===== src/rtl/lsu_stage.sv =====
// Load/store stage: accepts one execute-stage result at a time, performs at
// most one data-memory access with a WAIT timeout, and presents a single-cycle
// writeback. Optional macro LSU_MISALIGN_TRAP_EN turns misaligned half/word
// accesses into errors; without it they are aligned down and proceed.
module lsu_stage #(
  parameter int unsigned TIMEOUT_CYCLES = 255
) (
  input  logic        clk,
  input  logic        rst_n,
  input  logic        in_valid,
  output logic        in_ready,
  input  logic [31:0] alu_result,
  input  logic [31:0] rs2_data,
  input  logic [4:0]  rd_addr,
  input  logic        is_load,
  input  logic        is_store,
  input  logic [2:0]  funct3,
  output logic        mem_req,
  output logic        mem_we,
  output logic [31:0] mem_addr,
  output logic [31:0] mem_wdata,
  output logic [3:0]  mem_be,
  input  logic        mem_ack,
  input  logic [31:0] mem_rdata,
  output logic        wb_valid,
  output logic [4:0]  wb_rd,
  output logic [31:0] wb_data,
  output logic        wb_we,
  output logic        wb_err
);

  typedef enum logic [1:0] {IDLE, WAIT, DONE} state_t;

  // Last counter value before the access is abandoned.
  localparam logic [15:0] CNT_LAST = 16'(TIMEOUT_CYCLES - 1);

  state_t      state_q;
  logic [15:0] cnt_q;
  logic        load_q;
  logic [2:0]  funct3_q;
  logic [4:0]  rd_q;
  logic        mem_req_q, mem_we_q;
  logic [31:0] mem_addr_q, mem_wdata_q;
  logic [3:0]  mem_be_q;
  logic        wb_valid_q, wb_we_q, wb_err_q;
  logic [31:0] wb_data_q;

  // Accept-side decode: access type, effective address, lanes and store data.
  logic        acc_ld, acc_st, acc_mem, acc_err, f3_bad;
  logic [31:0] eff_addr, st_data;
  logic [3:0]  st_be;
  logic [31:0] ld_shift, ld_ext;

  // Decode the incoming op; both load and store set is treated as a load.
  always_comb begin
    acc_ld   = is_load;
    acc_st   = is_store & ~is_load;
    acc_mem  = acc_ld | acc_st;
    f3_bad   = (funct3 == 3'b011) || (funct3 == 3'b110) || (funct3 == 3'b111);
    acc_err  = f3_bad;
`ifdef LSU_MISALIGN_TRAP_EN
    if ((funct3[1:0] == 2'b01 && alu_result[0]) ||
        (funct3[1:0] == 2'b10 && alu_result[1:0] != 2'b00))
      acc_err = 1'b1;
`endif
    eff_addr = alu_result;
    st_be    = 4'b1111;
    st_data  = rs2_data;
    case (funct3[1:0])
      2'b00: begin
        st_be   = 4'b0001 << eff_addr[1:0];
        st_data = {4{rs2_data[7:0]}};
      end
      2'b01: begin
        eff_addr = {alu_result[31:1], 1'b0};
        st_be    = eff_addr[1] ? 4'b1100 : 4'b0011;
        st_data  = {2{rs2_data[15:0]}};
      end
      default: begin
        eff_addr = {alu_result[31:2], 2'b00};
      end
    endcase
  end

  // Extract the addressed lane from load data and extend it.
  always_comb begin
    ld_shift = mem_rdata >> {mem_addr_q[1:0], 3'b000};
    case (funct3_q)
      3'b000:  ld_ext = {{24{ld_shift[7]}}, ld_shift[7:0]};
      3'b001:  ld_ext = {{16{ld_shift[15]}}, ld_shift[15:0]};
      3'b100:  ld_ext = {24'h0, ld_shift[7:0]};
      3'b101:  ld_ext = {16'h0, ld_shift[15:0]};
      default: ld_ext = mem_rdata;
    endcase
  end

  // Control FSM with registered memory-request and writeback outputs.
  always_ff @(posedge clk or negedge rst_n) begin
    if (!rst_n) begin
      state_q     <= IDLE;
      cnt_q       <= '0;
      load_q      <= 1'b0;
      funct3_q    <= '0;
      rd_q        <= '0;
      mem_req_q   <= 1'b0;
      mem_we_q    <= 1'b0;
      mem_addr_q  <= '0;
      mem_wdata_q <= '0;
      mem_be_q    <= '0;
      wb_valid_q  <= 1'b0;
      wb_we_q     <= 1'b0;
      wb_err_q    <= 1'b0;
      wb_data_q   <= '0;
    end else begin
      case (state_q)
        IDLE: begin
          if (in_valid) begin
            rd_q     <= rd_addr;
            cnt_q    <= '0;
            load_q   <= acc_ld;
            funct3_q <= funct3;
            if (!acc_mem) begin
              state_q    <= DONE;
              wb_valid_q <= 1'b1;
              wb_data_q  <= alu_result;
              wb_we_q    <= (rd_addr != 5'd0);
              wb_err_q   <= 1'b0;
            end else if (acc_err) begin
              state_q    <= DONE;
              wb_valid_q <= 1'b1;
              wb_data_q  <= '0;
              wb_we_q    <= 1'b0;
              wb_err_q   <= 1'b1;
            end else begin
              state_q     <= WAIT;
              mem_req_q   <= 1'b1;
              mem_we_q    <= acc_st;
              mem_addr_q  <= eff_addr;
              mem_wdata_q <= st_data;
              mem_be_q    <= st_be;
              wb_data_q   <= '0;
            end
          end
        end
        WAIT: begin
          // Ack beats the timeout when both happen in the same cycle.
          if (mem_ack) begin
            state_q    <= DONE;
            mem_req_q  <= 1'b0;
            mem_we_q   <= 1'b0;
            mem_be_q   <= '0;
            wb_valid_q <= 1'b1;
            if (load_q) begin
              wb_data_q <= ld_ext;
              wb_we_q   <= (rd_q != 5'd0);
            end
          end else if (cnt_q == CNT_LAST) begin
            state_q    <= DONE;
            mem_req_q  <= 1'b0;
            mem_we_q   <= 1'b0;
            mem_be_q   <= '0;
            wb_valid_q <= 1'b1;
            wb_err_q   <= 1'b1;
          end else begin
            cnt_q <= cnt_q + 16'd1;
          end
        end
        default: begin
          state_q    <= IDLE;
          wb_valid_q <= 1'b0;
          wb_we_q    <= 1'b0;
          wb_err_q   <= 1'b0;
        end
      endcase
    end
  end

  assign in_ready  = (state_q == IDLE);
  assign mem_req   = mem_req_q;
  assign mem_we    = mem_we_q;
  assign mem_addr  = mem_addr_q;
  assign mem_wdata = mem_wdata_q;
  assign mem_be    = mem_be_q;
  assign wb_valid  = wb_valid_q;
  assign wb_rd     = rd_q;
  assign wb_data   = wb_data_q;
  assign wb_we     = wb_we_q;
  assign wb_err    = wb_err_q;

endmodule


===== config.mk =====
export PLATFORM = sky130hd
export DESIGN_NAME = lsu_stage
export DESIGN_NICKNAME = d
export VERILOG_FILES = /design/src/rtl/lsu_stage.sv
export SDC_FILE = /design/constraint.sdc
export NUM_CORES = 1
export LEC_CHECK = 0
export ABC_AREA = 1
export ABC_CLOCK_PERIOD_IN_PS = 3030
export BUFFER_PORTS_ARGS = -buffer_cell sky130_fd_sc_hd__buf_4
export CAP_MARGIN = 0
export CORE_UTILIZATION = 56
export CTS_CLUSTER_DIAMETER = 200
export DETAILED_ROUTE_END_ITERATION = 8
export PLACE_DENSITY = 0.92
export SYNTH_ARGS = -nofsm -noshare
export SYNTH_HDL_FRONTEND = slang
export SYNTH_SLANG_ARGS = --single-unit

===== constraint.sdc =====
create_clock -name clk -period 3.03 [get_ports clk]
set_clock_uncertainty 0.15 [all_clocks]
set_input_delay 0.4545 -clock clk [delete_from_list [all_inputs] [get_ports clk]]
set_output_delay 0.4545 -clock clk [all_outputs]
set_load 0.05 [all_outputs]

Yosys cells after proc, flatten, opt, wreduce, memory -nomap -nowiden
Cells that the tools add are included.
{ "totals": {"in_bits": 110, "output_inout_bits": 111, "ff_bits": 132, "wordCells": 109} }
{ "classes": {"n_reduce_logical": 17, "shifts": 2, "muxes": 52, "addsub": 1, "bitwise_logic": 4, "eq_ne": 19} }
{ "ops": {"columns": ["operator", "count"], "rows": [
  ["two-way mux 32 bit", 4],
  ["case mux 32 bit (2 select lines)", 2],
  ["case mux 32 bit (4 select lines)", 1],
  ["two-way mux 16 bit", 3],
  ["case mux 16 bit (2 select lines)", 1],
  [">> shifter 32 x 5 -> 16 bit", 1],
  ["two-way mux 4 bit", 6],
  ["two-way mux 1 bit", 21],
  ["AND reduction 4 bit", 5],
  ["adder 16 x 1 -> 16 bit (second input constant)", 1],
  ["== test 16 x 8 -> 1 bit (second input constant)", 1],
  ["case mux 4 bit (2 select lines)", 2],
  ["inequality test 2 bit (second input constant)", 7],
  ["== test 3 bit (second input constant)", 4],
  ["two-way mux 2 bit", 5],
  ["case mux 1 bit (2 select lines)", 5],
  ["nonzero test 5 bit", 2],
  ["case mux 2 bit (2 select lines)", 2],
  ["AND reduction 5 bit", 1],
  ["== test 2 x 1 -> 1 bit (second input constant)", 2],
  ["logical NOT 2 bit", 2],
  ["AND reduction 2 bit", 2],
  ["left shift 1 x 2 -> 4 bit (first input constant)", 1],
  ["== test 3 x 1 -> 1 bit (second input constant)", 1],
  ["other kinds (11)", 13]
]} }

Logic depth before layout (Yosys ltp)
Gate-level depths: netlist (run 1).
{ "logic_depth": {"depth_word": 7, "ltp_mapped": 11} }

Worst setup path before layout (run 1)
No wires, ideal clock.
{ "synth_timing": {"kind": "register to register", "startpoint": "reg mem_addr_q[1] (netlist: mem_addr[1])", "endpoint": "reg wb_data_q[30] (netlist: wb_data[30])", "required_ns": 2.803, "setup_ns": 0.077, "stages_incl_launch_ff": 11, "path_buffers": 2, "period_less_slack_ns": 1.880, "arrival_ns": 1.653, "slack_ns": 1.150, "path_cell_list": "dfrtp_1 buf_4 inv_2 nor2_4 nand2_1 nand2_1 nand2_2 buf_6 nand3_1 nand2_1 a21oi_1"} }
{ "synth_via": {"elab_chain_len": 5} }
{ "synth_rtl": {"columns": ["element", "line", "source"], "rows": [
  ["start: declaration", "43", "logic [31:0] mem_addr_q, mem_wdata_q;"],
  ["start signal: assignment", "138", "mem_addr_q <= eff_addr;"],
  [">> shifter 32 x 5 -> 16 bit", "87", "ld_shift = mem_rdata >> {mem_addr_q[1:0], 3'b000};"],
  ["case mux 32 bit (4 select lines)", "88", "case (funct3_q)"],
  ["two-way mux 32 bit", "153", "if (load_q) begin"],
  ["two-way mux 32 bit", "147", "if (mem_ack) begin"],
  ["case mux 32 bit (2 select lines)", "115", "case (state_q)"],
  ["end signal: assignment", "125", "wb_data_q <= alu_result;"],
  ["end signal: assignment", "154", "wb_data_q <= ld_ext;"],
  ["end: declaration", "46", "logic [31:0] wb_data_q;"]
]} }
No other way between the ends. The select of a mux whose other input is x is not followed.
A chain may end at the register's enable or synchronous reset.

Worst setup path in the final report (run 1)
{ "layout_timing": {"startpoint": "reg state_q[1]", "endpoint": "reg wb_data_q[22] (netlist: wb_data[22])"} }
{ "layout_via": {"elab_chain_len": 3, "word_cells_on_any_way": 8, "classes_between": "eq/ne (4); mux (1); reduce/logical (3)"} }
{ "layout_rtl": {"columns": ["element", "line", "source"], "rows": [
  ["start: declaration", "37", "state_t state_q;"],
  ["start signal: assignment", "100", "state_q <= IDLE;"],
  ["start signal: assignment", "123", "state_q <= DONE;"],
  ["start signal: assignment", "129", "state_q <= DONE;"],
  ["== test 2 x 1 -> 1 bit / logical NOT 2 bit (equally long branches)", "115", null],
  ["inequality test 2 bit (no source line) / nonzero test 2 bit (equally long branches)", null, null],
  ["AND reduction 4 bit (no source line)", null, null]
]} }
Several ways; a longest one is shown, not always the timed one.

==> results_dict.tcl, run 1 <==
set metrics [dict create \
    status "completed" \
    h-tree-depth 4 \
    power_density_nw_per_um2 1233 \
    die-area_sq_um 12870 \
    gr-usage-all-layers_pct 33.06 \
    drive_gt1_share_pct 25.17 \
    first_global_vias 6585 \
    syn_inst 936 \
    setup.worst_path.start_class "flop" \
    min_period_ns 2.368 \
    core_area_sq_um 12060 \
    synth_commonest_cells "353 x nand2_1, 132 x dfrtp_1, 84 x a21oi_1" \
    gp_congestion 0.9252 \
    setup-tns-final_ns 0 \
    ys_ff_latch 132 \
    syn_avg_cell_area_sq_um 7.431 \
    drt_wl_total_um 20710 \
    drv_cap 0 \
    critical_path_class "reg2reg" \
    holdBufCountCts 1 \
    final.fill_count 911 \
    die_y_um 113.4 \
    slew_viol_final 0 \
    worst-r2r-setup-slack_ns 0.66 \
    synth_area_sq_um 6955 \
    worst_pin_slew_ns 0.6510 \
    cts_root_buf "clkbuf_16" \
    syn-num-nets 1048 \
    place_area_sq_um 8598 \
    ys_warn_count 0 \
    clk_pin_slew_ns 0.06 \
    fin_area_sq_um 9209 \
    viasPerCell 5.379 \
    synthDistinctLibCells 36 \
    io_buffers 220 \
    io_pins 221 \
    netlist.top_cell.by_area "dfrtp_1" \
    required_ns 3.25 \
    avgRoutedWirePerCell_um 15.74 \
    synth_top_cell_area_share_pct 47.49 \
    hpwl_um 14880 \
    netlist_top_cells_area "dfrtp_1 47%, nand2_1 19%, a21oi_1 6.0%" \
    num_vias 7079 \
    numCtsBuffers 17 \
    drtIter0Drc 552 \
    grt_max_degree 58 \
    hold_path.class "in2reg" \
    slew-limit-headroom_pct 56.50 \
    antenna_left 0 \
    seq_area_frac_synth_pct 47.49 \
    area_delta_synth_final_pct 32.40 \
    min_period_over_period_pct 78.15 \
    critPathMaxFanout 37 \
    die_w_um 113.4 \
    final-setup-viol-count 0 \
    nets 1247 \
    endpoint_kind "flop" \
    grt_pass1_wl_um 32650 \
    async_flop_share_pct 100.0 \
    clock-sinks 132 \
    worstSkewPairLatency_ns 0.43 \
    yosysMostFrequentCell "nand2_1" \
    drc 0 \
    drt_first_pass_iters 5 \
    hold_violations 0 \
    synth_edf_count 0 \
    cts_setup_buffers 0 \
    antenna_found_initial 0 \
    overflow 0 \
    rsz0062_at_grt "false" \
    tritoncts "done" \
    start_util_pct 57.67 \
    clock.fmax_mhz 422.3 \
    cts_buffer_depth 2 \
    synth_ff_type "dfrtp_1" \
    rows 40 \
    leakagePower_nw 4.757 \
    worst_ep_arrival_time_ns 2.58 \
    peakVddDrop_v 0.0009346 \
    cts_resized 0 \
    diodes 0 \
]
[metal layers]
layer / routed length, um / global-route usage, %
met3: 1649 / 9.352
met2: 10270 / 54.85
met1: 8148 / 40.35
met4: 646 / 14.82
met5: 0 / 0
[path summary, 6_finish.rpt]
| check | start | endpoint | cells past startpoint |
|---|---|---|---|
| max | state_q[1] | wb_data[22] | 8 |
| min | alu_result[27] | mem_addr[27] | 3 |
| max reg2reg | state_q[1] | wb_data[22] | 8 |
| min reg2reg | mem_addr[4] | mem_addr[4] | 2 |
| max in group asynchronous | rst_n | cnt_q[14] | 3 |
| min in group asynchronous | rst_n | mem_addr[26] | 2 |
[cells in the final DEF, fill, tap and decap left out, types with 6 or more instances in the layout]
cell type	netlist	layout
a21oi_1	84	84
a31oi_1	10	10
buf_4	8	227
clkbuf_16	0	17
dfrtp_1	132	132
inv_1	41	41
inv_2	6	6
nand2_1	353	353
nand2_2	9	9
nand3_1	73	73
nor2_1	71	71
o211ai_1	7	7
o21ai_0	61	61
xor2_1	9	9
[worst max-delay path: stages (launching register included)]
cell and delay, ns:
dfrtp_1 0.46, inv_2 0.07, nand2_4 0.31, inv_2 0.19
nand2_2 0.10, nand2_2 0.23, inv_2 0.52, nand3_1 0.16
nand2_1 0.09
[registers in the layout (all words and copies together), names as in the netlist]
register and count:
cnt_q 16, load_q 1, wb_err 1, mem_be 4, mem_req 1, wb_valid 1
wb_rd 5, funct3_q 3, wb_data 32, wb_we 1, mem_wdata 32, mem_we 1
state_q 2, mem_addr 32
[cells by family (layout without fill, tap and decap cells)]
group           Yosys count  in the layout  synth area share [%]
flops                   132            132                 47.49
simple gates            522            522                 30.80
buf+inv                 102            314                 7.304
compound gates          167            167                 12.66
fa+ha+maj                 2              2                0.3597
xor+xnor                 11             11                 1.385
[final cells by class]
type	count	area [sq um]	area share, %
sequential	132	3303	35.87
multi-input combinational	702	3144	34.14
timing repair buffer	230	1745	18.95
clock buffer	20	446.7	4.851
tap	168	210.2	2.283
inverter	52	205.2	2.228
clock inverter	12	153.9	1.671
[stage by stage]
step | hold WS (ns) | power (W) | cells | setup slack [ns] | utilization, %
2_1_floorplan | 0.008909 | 0.007419 | 936 | 1.150 | -
3_3_place_gp | 0.2907 | 0.009105 | 1283 | 0.7933 | 71.29
3_5_place_dp | 0.2895 | 0.009224 | 1283 | 0.7008 | 71.29
4_1_cts | 0.07171 | 0.01135 | 1316 | 0.6814 | 76.35
5_1_grt | 0.08246 | 0.01191 | 1316 | 0.5074 | 76.35
6_report | 0.07980 | 0.01136 | 1316 | 0.6620 | 76.35
[where the power goes]
group	total (W)	switching, W	internal [W]
Clock	0.00210	0.000783	0.00131
Sequential	0.00306	0.000535	0.00252
Combinational	0.00620	0.00445	0.00175
Note: power is estimated with default switching activity, not from simulation.
==> inputs of run 2 (changes only) <==
--- a/config.mk
+++ b/config.mk
@@ -6,13 +6,13 @@
 export NUM_CORES = 1
 export LEC_CHECK = 0
 export ABC_AREA = 1
-export ABC_CLOCK_PERIOD_IN_PS = 3030
+export ABC_CLOCK_PERIOD_IN_PS = 2200
 export BUFFER_PORTS_ARGS = -buffer_cell sky130_fd_sc_hd__buf_4
 export CAP_MARGIN = 0
-export CORE_UTILIZATION = 56
+export CORE_UTILIZATION = 52
 export CTS_CLUSTER_DIAMETER = 200
 export DETAILED_ROUTE_END_ITERATION = 8
-export PLACE_DENSITY = 0.92
+export PLACE_DENSITY = 0.86
 export SYNTH_ARGS = -nofsm -noshare
 export SYNTH_HDL_FRONTEND = slang
 export SYNTH_SLANG_ARGS = --single-unit
==> constraint.sdc (replaced) <==
create_clock -name clk -period 2.2 [get_ports clk]
set_clock_uncertainty 0.15 [all_clocks]
set_input_delay 0.33 -clock clk [delete_from_list [all_inputs] [get_ports clk]]
set_output_delay 0.33 -clock clk [all_outputs]
set_load 0.05 [all_outputs]
==> run 2 against run 1 <==
  * Global-route usage increased by 0.32 points
  * Cell area increased by 4.5%
  * Setup slack got worse by 0.44 ns
  * Non-clock buffer count increased by 35
  * Core utilization decreased by 1.3 points
  * Worst hold slack got worse by 0.070 ns
  * Register-to-register slack got worse by 0.43 ns
  * First-iteration DRC count increased by 16%
  * Flip-flop and latch count unchanged
  * Critical path depth increased by 1
==> results_dict.tcl, run 2 (synthesis results as in run 1) <==
set metrics [dict create \
    status "completed" \
    min_period_over_period_pct 90.04 \
    slew-limit-headroom_pct 62.30 \
    clock.fmax_mhz 504.8 \
    cts_buffer_depth 2 \
    numCtsBuffers 17 \
    cts_root_buf "clkbuf_16" \
    cp_cell_sequence "dlygate4sd3_1 -> buf_4 -> o21ai_0 -> nand2_1 -> inv_1 -> nand2_2 -> inv_4 -> nor2_1 -> a31oi_1" \
    num_vias 7434 \
    required_ns 2.38 \
    endpoint_kind "flop" \
    grt_pass1_wl_um 36610 \
    gp_congestion 0.9254 \
    gr-usage-all-layers_pct 33.37 \
    leakagePower_nw 4.952 \
    power_density_nw_per_um2 1670 \
    min_period_ns 1.981 \
    area_delta_synth_final_pct 38.39 \
    hold_path.class "in2reg" \
    io_pins 221 \
    hold_ws_ns 0.009562 \
    multi_input_area_sq_um 3144 \
    final-setup-viol-count 0 \
    critical_path_class "in2reg" \
    final.fill_count 965 \
    core_area_sq_um 12820 \
    hpwl_um 15100 \
    layout_commonest_cell "nand2_1" \
    pre_cts_ws_ns 0.2791 \
    hold_path.startpoint "alu_result[15]" \
    drc 0 \
    peakVddDrop_v 0.001113 \
    drtIter0Drc 638 \
    rows 41 \
    die-area_sq_um 13840 \
    die_y_um 117.7 \
    worstReg2RegStart "state_q[1]" \
    drive_gt1_share_pct 24.85 \
    layout_common_cells "353 x nand2_1, 231 x buf_4, 132 x dfrtp_1, 84 x a21oi_1, 73 x nand3_1" \
    clk_pin_slew_ns 0.06 \
    fin_ws_ns 0.2191 \
    diodes 0 \
    final-seq-area_sq_um 3303 \
    avgRoutedWirePerCell_um 16.45 \
    drt_wl_total_um 22300 \
    grt_max_degree 52 \
    setup.worst_path.start_class "input port" \
    critical-path-slowest-cell "dlygate4sd3_1" \
    worst_pin_slew_ns 0.5647 \
    start_util_pct 54.23 \
    tritoncts "done" \
    worstSkewPairLatency_ns 0.42 \
    p_total_w 0.01608 \
    worst_ep_arrival_time_ns 2.16 \
    slew_viol_final 0 \
    setup-tns-final_ns 0 \
    slowest_delay_ns 0.54 \
    overflow 0 \
    die_w_um 117.7 \
    final_cells 1355 \
    drv_cap 0 \
    critPathMaxFanout 50 \
    cp-startpoint "funct3[2]" \
    nets 1282 \
    antenna_left 0 \
    h-tree-depth 4 \
    antenna_found_initial 0 \
    dp_cells 1293 \
    io_buffers 220 \
    drt_first_pass_iters 5 \
    first_global_vias 7432 \
    clock-sinks 132 \
    viasPerCell 5.486 \
    rsz0062_at_grt "false" \
    hold_violations 0 \
]
## run 2: layer usage
metal / routed length (um) / track usage [%]
met4: 924 / 15.79
met1: 8258 / 38.42
met5: 0 / 0
met2: 11130 / 56.84
met3: 1987 / 9.835
## run 2: what timing repair did
action	in CTS	in global routing
setup buffers	0	0
hold buffers	30	0
resized for setup	0	0
hold endpoints to repair	66	0
## run 2: layout make-up
cell class	instances	share of cell area [%]
clock inverters	9	1.807
multi-input cells	702	32.67
well taps	172	2.236
inverters	52	2.132
repair buffers	265	21.88
flip-flops and latches	132	34.32
clock buffers	23	4.966
## run 2: metrics by stage
step                      util, %  area [sq um]
after global routing        75.05          9625
after detailed placement    67.63          8673
after floorplan                 -          6955
after global placement      67.63          8673
final                       75.05          9625
after CTS                   75.05          9625
## run 2: final timing paths
kind,to,slack (ns),depth (start not counted)
worst max-delay path,mem_wdata[20],0.22,9
worst max register to register,mem_wdata[20],0.23,7
min in group asynchronous,mem_wdata[10],0.24,2
worst min-delay path,mem_addr[15],0.01,3
worst min register to register,mem_be[1],0.33,2
max in group asynchronous,wb_data[11],1.05,3
## run 2: power by group
group          total, W  internal, W  switching [W]
Sequential      0.00420      0.00348       0.000725
Combinational   0.00875      0.00250        0.00625
Clock           0.00313      0.00210        0.00103
## run 2: worst max-delay path: cells and delay by family
kind,cells,cell delay (ns)
buffers and inverters,4,1.16
AND/OR/NAND/NOR,3,0.32
AO/OA/AOI/OAI,2,0.33
